===== src/rtl/mixed_radix_counter.sv =====
// rtl/mixed_radix_counter.sv - cascadable up/down counter with a separate modulus per digit
module mixed_radix_counter #(
  parameter int NUM_DIGITS = 4,
  parameter int DIGIT_W = 4,
  parameter logic [NUM_DIGITS*(DIGIT_W+1)-1:0] MODULI = {5'd6, 5'd10, 5'd6, 5'd10}
) (
  input  logic                          clk,
  input  logic                          reset,
  input  logic                          inc,
  input  logic                          dec,
  input  logic                          load,
  input  logic [NUM_DIGITS*DIGIT_W-1:0] load_val,
  output logic [NUM_DIGITS*DIGIT_W-1:0] q,
  output logic                          carry_out,
  output logic                          borrow_out,
  output logic                          at_zero,
  output logic                          at_max,
  output logic                          load_err
);

  localparam int MW = DIGIT_W + 1;
  localparam int QW = NUM_DIGITS * DIGIT_W;

  logic                  up;
  logic                  down;
  logic [NUM_DIGITS-1:0] is_max;
  logic [NUM_DIGITS-1:0] is_zero;
  logic [NUM_DIGITS:0]   low_max;
  logic [NUM_DIGITS:0]   low_zero;
  logic [NUM_DIGITS-1:0] clamp_hit;
  logic [QW-1:0]         q_count;
  logic [QW-1:0]         q_load;

  if (NUM_DIGITS < 1 || NUM_DIGITS > 8) begin : g_bad_num_digits
    $error("mixed_radix_counter: NUM_DIGITS must be 1..8");
  end
  if (DIGIT_W < 2 || DIGIT_W > 6) begin : g_bad_digit_w
    $error("mixed_radix_counter: DIGIT_W must be 2..6");
  end

  assign up   = inc & ~dec;
  assign down = dec & ~inc;

  // low_max[i] / low_zero[i]: every digit below i sits at its max / at zero
  always_comb begin
    low_max     = '0;
    low_zero    = '0;
    low_max[0]  = 1'b1;
    low_zero[0] = 1'b1;
    for (int i = 0; i < NUM_DIGITS; i++) begin
      low_max[i+1]  = low_max[i] & is_max[i];
      low_zero[i+1] = low_zero[i] & is_zero[i];
    end
  end

  for (genvar gi = 0; gi < NUM_DIGITS; gi++) begin : g_digit
    // Modulus kept at full MW width so a 2^DIGIT_W modulus still compares correctly
    localparam logic [MW-1:0]      MOD = MODULI[gi*MW +: MW];
    localparam logic [DIGIT_W-1:0] TOP = DIGIT_W'(MOD - MW'(1));

    if (MOD < MW'(2) || MOD > MW'(1 << DIGIT_W)) begin : g_bad_modulus
      $error("mixed_radix_counter: MODULI field out of range 2..2^DIGIT_W");
    end

    logic [DIGIT_W-1:0] cur;
    logic [DIGIT_W-1:0] ld;
    logic [DIGIT_W-1:0] nxt;

    assign cur          = q[gi*DIGIT_W +: DIGIT_W];
    assign ld           = load_val[gi*DIGIT_W +: DIGIT_W];
    assign is_max[gi]   = (cur == TOP);
    assign is_zero[gi]  = (cur == '0);
    assign clamp_hit[gi] = ({1'b0, ld} >= MOD);
    assign q_load[gi*DIGIT_W +: DIGIT_W] = clamp_hit[gi] ? TOP : ld;

    always_comb begin
      nxt = cur;
      if (up && low_max[gi]) begin
        nxt = is_max[gi] ? '0 : cur + DIGIT_W'(1);
      end else if (down && low_zero[gi]) begin
        nxt = is_zero[gi] ? TOP : cur - DIGIT_W'(1);
      end
    end

    assign q_count[gi*DIGIT_W +: DIGIT_W] = nxt;
  end

  always_ff @(posedge clk) begin
    if (reset) begin
      q        <= '0;
      load_err <= 1'b0;
    end else if (load) begin
      q        <= q_load;
      load_err <= |clamp_hit;
    end else begin
      q        <= q_count;
    end
  end

  assign at_max     = low_max[NUM_DIGITS];
  assign at_zero    = low_zero[NUM_DIGITS];
  assign carry_out  = up & ~load & ~reset & at_max;
  assign borrow_out = down & ~load & ~reset & at_zero;

endmodule


===== config.mk =====
export PLATFORM = sky130hd
export DESIGN_NAME = mixed_radix_counter
export DESIGN_NICKNAME = d
export VERILOG_FILES = /design/src/rtl/mixed_radix_counter.sv
export SDC_FILE = /design/constraint.sdc
export NUM_CORES = 1
export LEC_CHECK = 0
export CAP_MARGIN = 20
export CORE_MARGIN = 2
export CORE_UTILIZATION = 40
export DETAILED_ROUTE_END_ITERATION = 10
export GPL_TIMING_DRIVEN = 0
export PLACE_DENSITY = 0.67
export SYNTH_ARGS = -nofsm -noshare
export SYNTH_HDL_FRONTEND = slang
export SYNTH_SLANG_ARGS = --single-unit

===== constraint.sdc =====
create_clock -name clk -period 4.29 [get_ports clk]
set_input_delay 0.858 -clock clk [delete_from_list [all_inputs] [get_ports clk]]
set_output_delay 0.858 -clock clk [all_outputs]
set_load 0.01 [all_outputs]

==> impl_metrics.csv, run 1 <==
group,metric,value,unit
run_status,status,"finished clean",
timing,finalSetupViolCount,0,
power_and_ir_drop,max-vdd-ir-drop,0.000120,V
final_layout,fillers,393,
power_and_ir_drop,power.leakage,0.000775,uW
clock_network,postCtsSetupBuffers,0,
clock_network,clk_latency,270,ps
global_routing,grt_overflow,0,
floorplan,coreArea,0.00400,sq mm
detailed_routing,ant_nets,0,
power_and_ir_drop,cellPowerDensity,237,mW/mm^2
detailed_routing,route.detailed.drc,0,
power_and_ir_drop,p_int,334,uW
clock_network,h-tree-depth,1,
logic_synthesis,ys.flop_type,"dfxtp_1",
logic_synthesis,syn_area,0.00165,sq mm
global_routing,grt_max_degree,12,
clock_network,clk_path_buf_depth,2,
floorplan,die_w,68.3,um
clock_network,clock_sinks,17,
detailed_routing,vias,1727,
detailed_routing,routedWlPerCell,15.5,um
global_routing,grt_pass1_wl,7470,um
logic_synthesis,netlist_top_cells_area,"dfxtp_1 (21%), nor2_1 (4.8%), nand2_1 (4.1%)",
floorplan,io_pins,42,
placed_design,dpl.cell_count,296,
timing,rsz0062_at_grt,"no",
worst_setup_path,regToRegSetupSlack,2350,ps
timing,fmax,0.280,GHz
worst_setup_path,reg2reg_depth,6,
logic_synthesis,ys_warn_count,0,
worst_setup_path,required,3430,ps
power_and_ir_drop,clkPwrFrac,26.1,%
logic_synthesis,syn_nets,226,
floorplan,num_rows,23,
global_routing,grt_pass1_vias,1538,
power_and_ir_drop,p_comb_share,37.7,%
clock_network,ctsRootBufferMaster,"clkbuf_8",
placed_design,port_buffers,41,
detailed_routing,dr.first_iter.drc_count,164,
timing,worst_pin_slew,549,ps
logic_synthesis,ys_ff_latch,17,
job,max_cap_violations,0,
logic_synthesis,synth_edf_count,0,
final_layout,drive_gt1_share,13.2,%
timing,hold_viol,0,
final_layout,instances_no_fill,300,
detailed_routing,routed_wl,4640,um
logic_synthesis,ys_seq_area_share,20.6,%
detailed_routing,viasPerCell,5.76,
final_layout,syn2layout_area_growth,31.5,%
global_routing,grt_busiest_layer,"met2",
logic_synthesis,postSynthAreaPerCell,8.07,sq um
final_layout,fin_util,54.4,%
timing,clock-skew-final,7.05,ps
placed_design,gp_congestion,0.821,
placed_design,placed_area,0.00213,sq mm
logic_synthesis,async_flop_share,0,%
power_and_ir_drop,sw_frac_of_total,35.3,%
global_routing,grtUsageMet3,2.96,%
timing,min_period,3570,ps
logic_synthesis,ys_types,64,
floorplan,dieHeight,68.3,um
timing,fin_tns_setup,0,ps
global_routing,gr-usage-met2,34.3,%
floorplan,start_util,41.4,%
clock_network,tritoncts,"built",
power_and_ir_drop,seq_power_share,36.2,%
power_and_ir_drop,p_switching,182,uW
worst_setup_path,startpoint_type,"input pin",
final_layout,final_area,0.00218,sq mm
global_routing,antenna_found_initial,0,
timing,max_slew_margin,63.4,%
floorplan,die-area,0.00467,sq mm
min_path,holdPathStages,2,
clock_network,numCtsBuffers,3,
timing,period_share,83.3,%
logic_synthesis,synth_cells,205,
worst_setup_path,cp.arrival,2720,ps
worst_setup_path,worstSetupEndpointType,"primary output",
worst_setup_path,crit_type,"in -> out",
clock_network,hold_buffers,0,
power_and_ir_drop,p_total,517,uW
min_path,hold_class,"reg -> reg",
timing,drv_slew,0,
logic_synthesis,synth_top_area_share,20.6,%
global_routing,met1_usage,29.2,%
final_layout,finalNetCount,272,
clock_network,clk_pin_slew,80,ps
logic_synthesis,synth.most_common_cell,"nor2_1",
detailed_routing,dr.pass1.iters,4,
placed_design,hpwl,3390,um
global_routing,grtUsageTotal,21.1,%
logic_synthesis,synth_area_leader_cell,"dfxtp_1",
clock_network,cts_resized,0,
worst_setup_path,cp_max_fo,10,
final_layout,diodes,0,
logic_synthesis,yosys-top-cells-count,"nor2_1 (21), nand2_1 (18), dfxtp_1 (17), a21oi_1 (13), inv_1 (10)",
[placed cells by master (no fill, tap or decap), types with 6 or more instances in the layout]
cell type,count
a21oi_1,13
clkbuf_1,7
clkbuf_8,6
clkdlybuf4s50_1,41
dfxtp_1,17
inv_1,10
nand2_1,18
nor2_1,21
o21ai_0,9
xnor2_1,7
[state kept, by name, indices dropped and copies added, names as in the netlist]
signal and flops:
q 16, load_err 1
[power groups by stage]
| stage | clock (uW) | combinational (uW) | sequential (uW) |
|---|---|---|---|
| after floorplan | 0 | 119 | 193 |
| after global placement | 0 | 193 | 190 |
| after detailed placement | 0 | 194 | 191 |
| after CTS | 136 | 195 | 187 |
| after global routing | 145 | 213 | 189 |
| final | 135 | 195 | 187 |
[worst max-delay path, cell delays in order]
cell and delay (ps):
clkdlybuf4s50_1 650, clkbuf_1 440, nor2_1 110, and3_1 190, clkdlybuf4s50_1 470
[cells by family (layout without fill, tap and decap cells)]
kind of cell	Yosys count	in the layout	synth area share [%]
simple gates	82	82	32.8
compound gates	65	65	28.8
buf+inv	26	71	9.23
flops	17	17	20.6
xor+xnor	9	9	4.77
mux	6	6	3.86
[cell type report]
cell class	instances	area, sq um	area share (%)
Buffer	16	115	5.29
Clock buffer	3	41.3	1.90
Clock inverter	1	7.51	0.345
Tap cell	50	62.6	2.88
Sequential cell	17	340	15.6
Inverter	10	37.5	1.73
Timing Repair Buffer	41	410	18.9
Multi-Input combinational cell	162	1160	53.4
[path summary, 6_finish.rpt]
kind	from	endpoint
setup reg to reg	q[9]	q[14]
hold reg to reg	load_err	load_err
setup / recovery	load	borrow_out
hold / removal	load_err	load_err
[metrics by stage]
stage	hold slack [ps]	setup slack, ps
floorplan	536	2040
global placement	518	719
detailed placement	526	753
CTS	536	735
global route	556	623
finish	533	715
[per-layer routing]
layer,routed length (um),part of all wire (%),vias to the layer above
met1,2190,47,817
met3,235,5.1,5
met5,0,0,-
met2,2170,47,42
li1,-,-,863
met4,48,1.0,0
(Power assumes the default switching activity.)
==> run 2: changes to the inputs <==
- clock period: 4.29 -> 3.5 ns (I/O delays scaled with it)
==> results of run 2 <==
Same layout as run 1 (identical final DEF). Status: finished clean.
Main changes from that run: setup slack after placement 753 ps -> 279 ps; setup slack after layout 715 ps -> 241 ps; register-to-register setup slack 2350 ps -> 1560 ps; total power 517 uW -> 633 uW; worst IR drop on VDD 0.000120 V -> 0.000147 V
==> run 3: changes to the inputs <==
- CORE_MARGIN: 2 -> 5
- CTS_BUF_LIST: not set -> sky130_fd_sc_hd__clkbuf_16
==> run 3 against run 2 <==
Effect of this change: combinational power barely moved; die area rose by 18%; register-to-register slack better by 40 ps; non-clock buffer count stayed put; clock skew down 4.5 ps; global-route usage shrank 3.1 points; critical endpoint is now carry_out; largest cell class unchanged; largest power group unchanged.
==> impl_metrics.csv, run 3 (synthesis gave the netlist of run 1 again) <==
group,metric,value,unit
min_path,holdPathStages,2,
floorplan,num_rows,23,
floorplan,die_w,74.3,um
worst_setup_path,cp_max_fo,10,
worst_setup_path,cp.arrival,2580,ps
final_layout,mostFrequentLayoutCells,"clkdlybuf4s50_1 (41), nor2_1 (21), nand2_1 (18), dfxtp_1 (17), a21oi_1 (13)",
clock_network,clk_pin_slew,60,ps
timing,period_share,93.8,%
worst_setup_path,critPathMaxStageDelay,640,ps
timing,min_period,3280,ps
job,max_cap_violations,0,
clock_network,postCtsSetupBuffers,0,
power_and_ir_drop,clkPwrFrac,33.5,%
power_and_ir_drop,p_int,483,uW
global_routing,antenna_found_initial,0,
clock_network,hold_buffers,0,
final_layout,largest-register,"q",
final_layout,top_regs,"q (16), load_err (1)",
final_layout,final_common_cell,"clkdlybuf4s50_1",
power_and_ir_drop,p_comb_share,34.0,%
global_routing,grtUsageTotal,18.0,%
clock_network,tritoncts,"built",
detailed_routing,dr.first_iter.drc_count,101,
worst_setup_path,cp_common_cell,"clkdlybuf4s50_1",
worst_setup_path,crit_type,"in -> out",
detailed_routing,vias,1715,
power_and_ir_drop,power.leakage,0.000794,uW
placed_design,placed_area,0.00213,sq mm
detailed_routing,route.detailed.drc,0,
global_routing,grt_overflow,0,
timing,fin_ws,218,ps
clock_network,clk_path_buf_depth,2,
worst_setup_path,worstSetupEndpointType,"primary output",
clock_network,clock_sinks,17,
worst_setup_path,crit_chain,"clkdlybuf4s50_1 -> clkbuf_1 -> nor2_1 -> and3_1 -> clkdlybuf4s50_1",
final_layout,final_area,0.00221,sq mm
final_layout,finalNetCount,272,
final_layout,fin_util,55.2,%
global_routing,grt_max_degree,11,
global_routing,grt_pass1_wl,7850,um
power_and_ir_drop,p_switching,224,uW
power_and_ir_drop,sw_frac_of_total,31.7,%
floorplan,dieHeight,74.3,um
floorplan,io_pins,42,
worst_setup_path,startpoint_type,"input pin",
placed_design,post-place-ws,230,ps
final_layout,syn2layout_area_growth,33.4,%
clock_network,h-tree-depth,1,
timing,worst_pin_slew,563,ps
detailed_routing,routed_wl,4760,um
clock_network,numCtsBuffers,3,
clock_network,clk_latency,250,ps
detailed_routing,viasPerCell,5.72,
power_and_ir_drop,max-vdd-ir-drop,0.000169,V
power_and_ir_drop,cellPowerDensity,320,mW/mm^2
power_and_ir_drop,seq_power_share,32.5,%
final_layout,drive_gt1_share,13.2,%
placed_design,port_buffers,41,
timing,max_slew_margin,62.4,%
floorplan,coreArea,0.00400,sq mm
final_layout,largest_reg_flops,16,
timing,clock-skew-final,2.55,ps
global_routing,grt_pass1_vias,1631,
run_status,status,"finished clean",
final_layout,diodes,0,
timing,finalSetupViolCount,0,
timing,drv_slew,0,
timing,fin_tns_setup,0,ps
timing,fmax,0.305,GHz
timing,hold_viol,0,
placed_design,gp_congestion,0.878,
clock_network,ctsRootBufferMaster,"clkbuf_16",
placed_design,hpwl,3460,um
floorplan,die-area,0.00552,sq mm
worst_setup_path,required,2800,ps
timing,rsz0062_at_grt,"no",
detailed_routing,ant_nets,0,
clock_network,cts_resized,0,
detailed_routing,routedWlPerCell,15.9,um
worst_setup_path,reg2reg_depth,6,
detailed_routing,dr.pass1.iters,4,
min_path,hold_class,"reg -> reg",
worst_setup_path,cpMaxStageDelayCell,"clkdlybuf4s50_1",
floorplan,start_util,41.4,%
==> run 3: worst max-delay path: cells and delay by family <==
kind                   cells  cell delay, ps
and+or+nand+nor            2             310
buffers and inverters      3            1560
==> run 3: area by class of cell <==
class                   count  area [sq um]
multi-input cells         162          1160
inverters                  10          37.5
flip-flops and latches     17           340
clock inverters             1          5.00
repair buffers             41           410
well taps                  50          62.6
plain buffers              16           115
fillers                   417          1790
clock buffers               3          75.1
==> run 3: routing by layer <==
layer  up-vias  global-route usage, %  share of wire, %
met5         -                      0                 0
met4         0                   5.14               1.3
met3         7                   2.97               5.6
met2        42                   28.3                43
met1       801                   25.4                50
li1        865                      -                 -
==> run 3: metrics by stage <==
stage / hold slack (ps) / total power (uW) / instances
after detailed placement: 517 / 472 / 296
final: 528 / 707 / 300
after global placement: 511 / 471 / 296
after CTS: 525 / 712 / 300
after floorplan: 536 / 382 / 205
after global routing: 540 / 745 / 300
==> run 3: power groups by stage <==
stage	Sequential [uW]	Combinational [uW]	Clock, uW
final	230	240	237
after CTS	229	241	241
after global routing	233	262	250
after global placement	233	238	0
after detailed placement	233	239	0
after floorplan	236	146	0
==> run 3: final timing paths <==
check / start / to / slack, ps
max: load / carry_out / 220
min: load_err / load_err / 530
max reg2reg: q[0] / q[14] / 1600
min reg2reg: load_err / load_err / 530
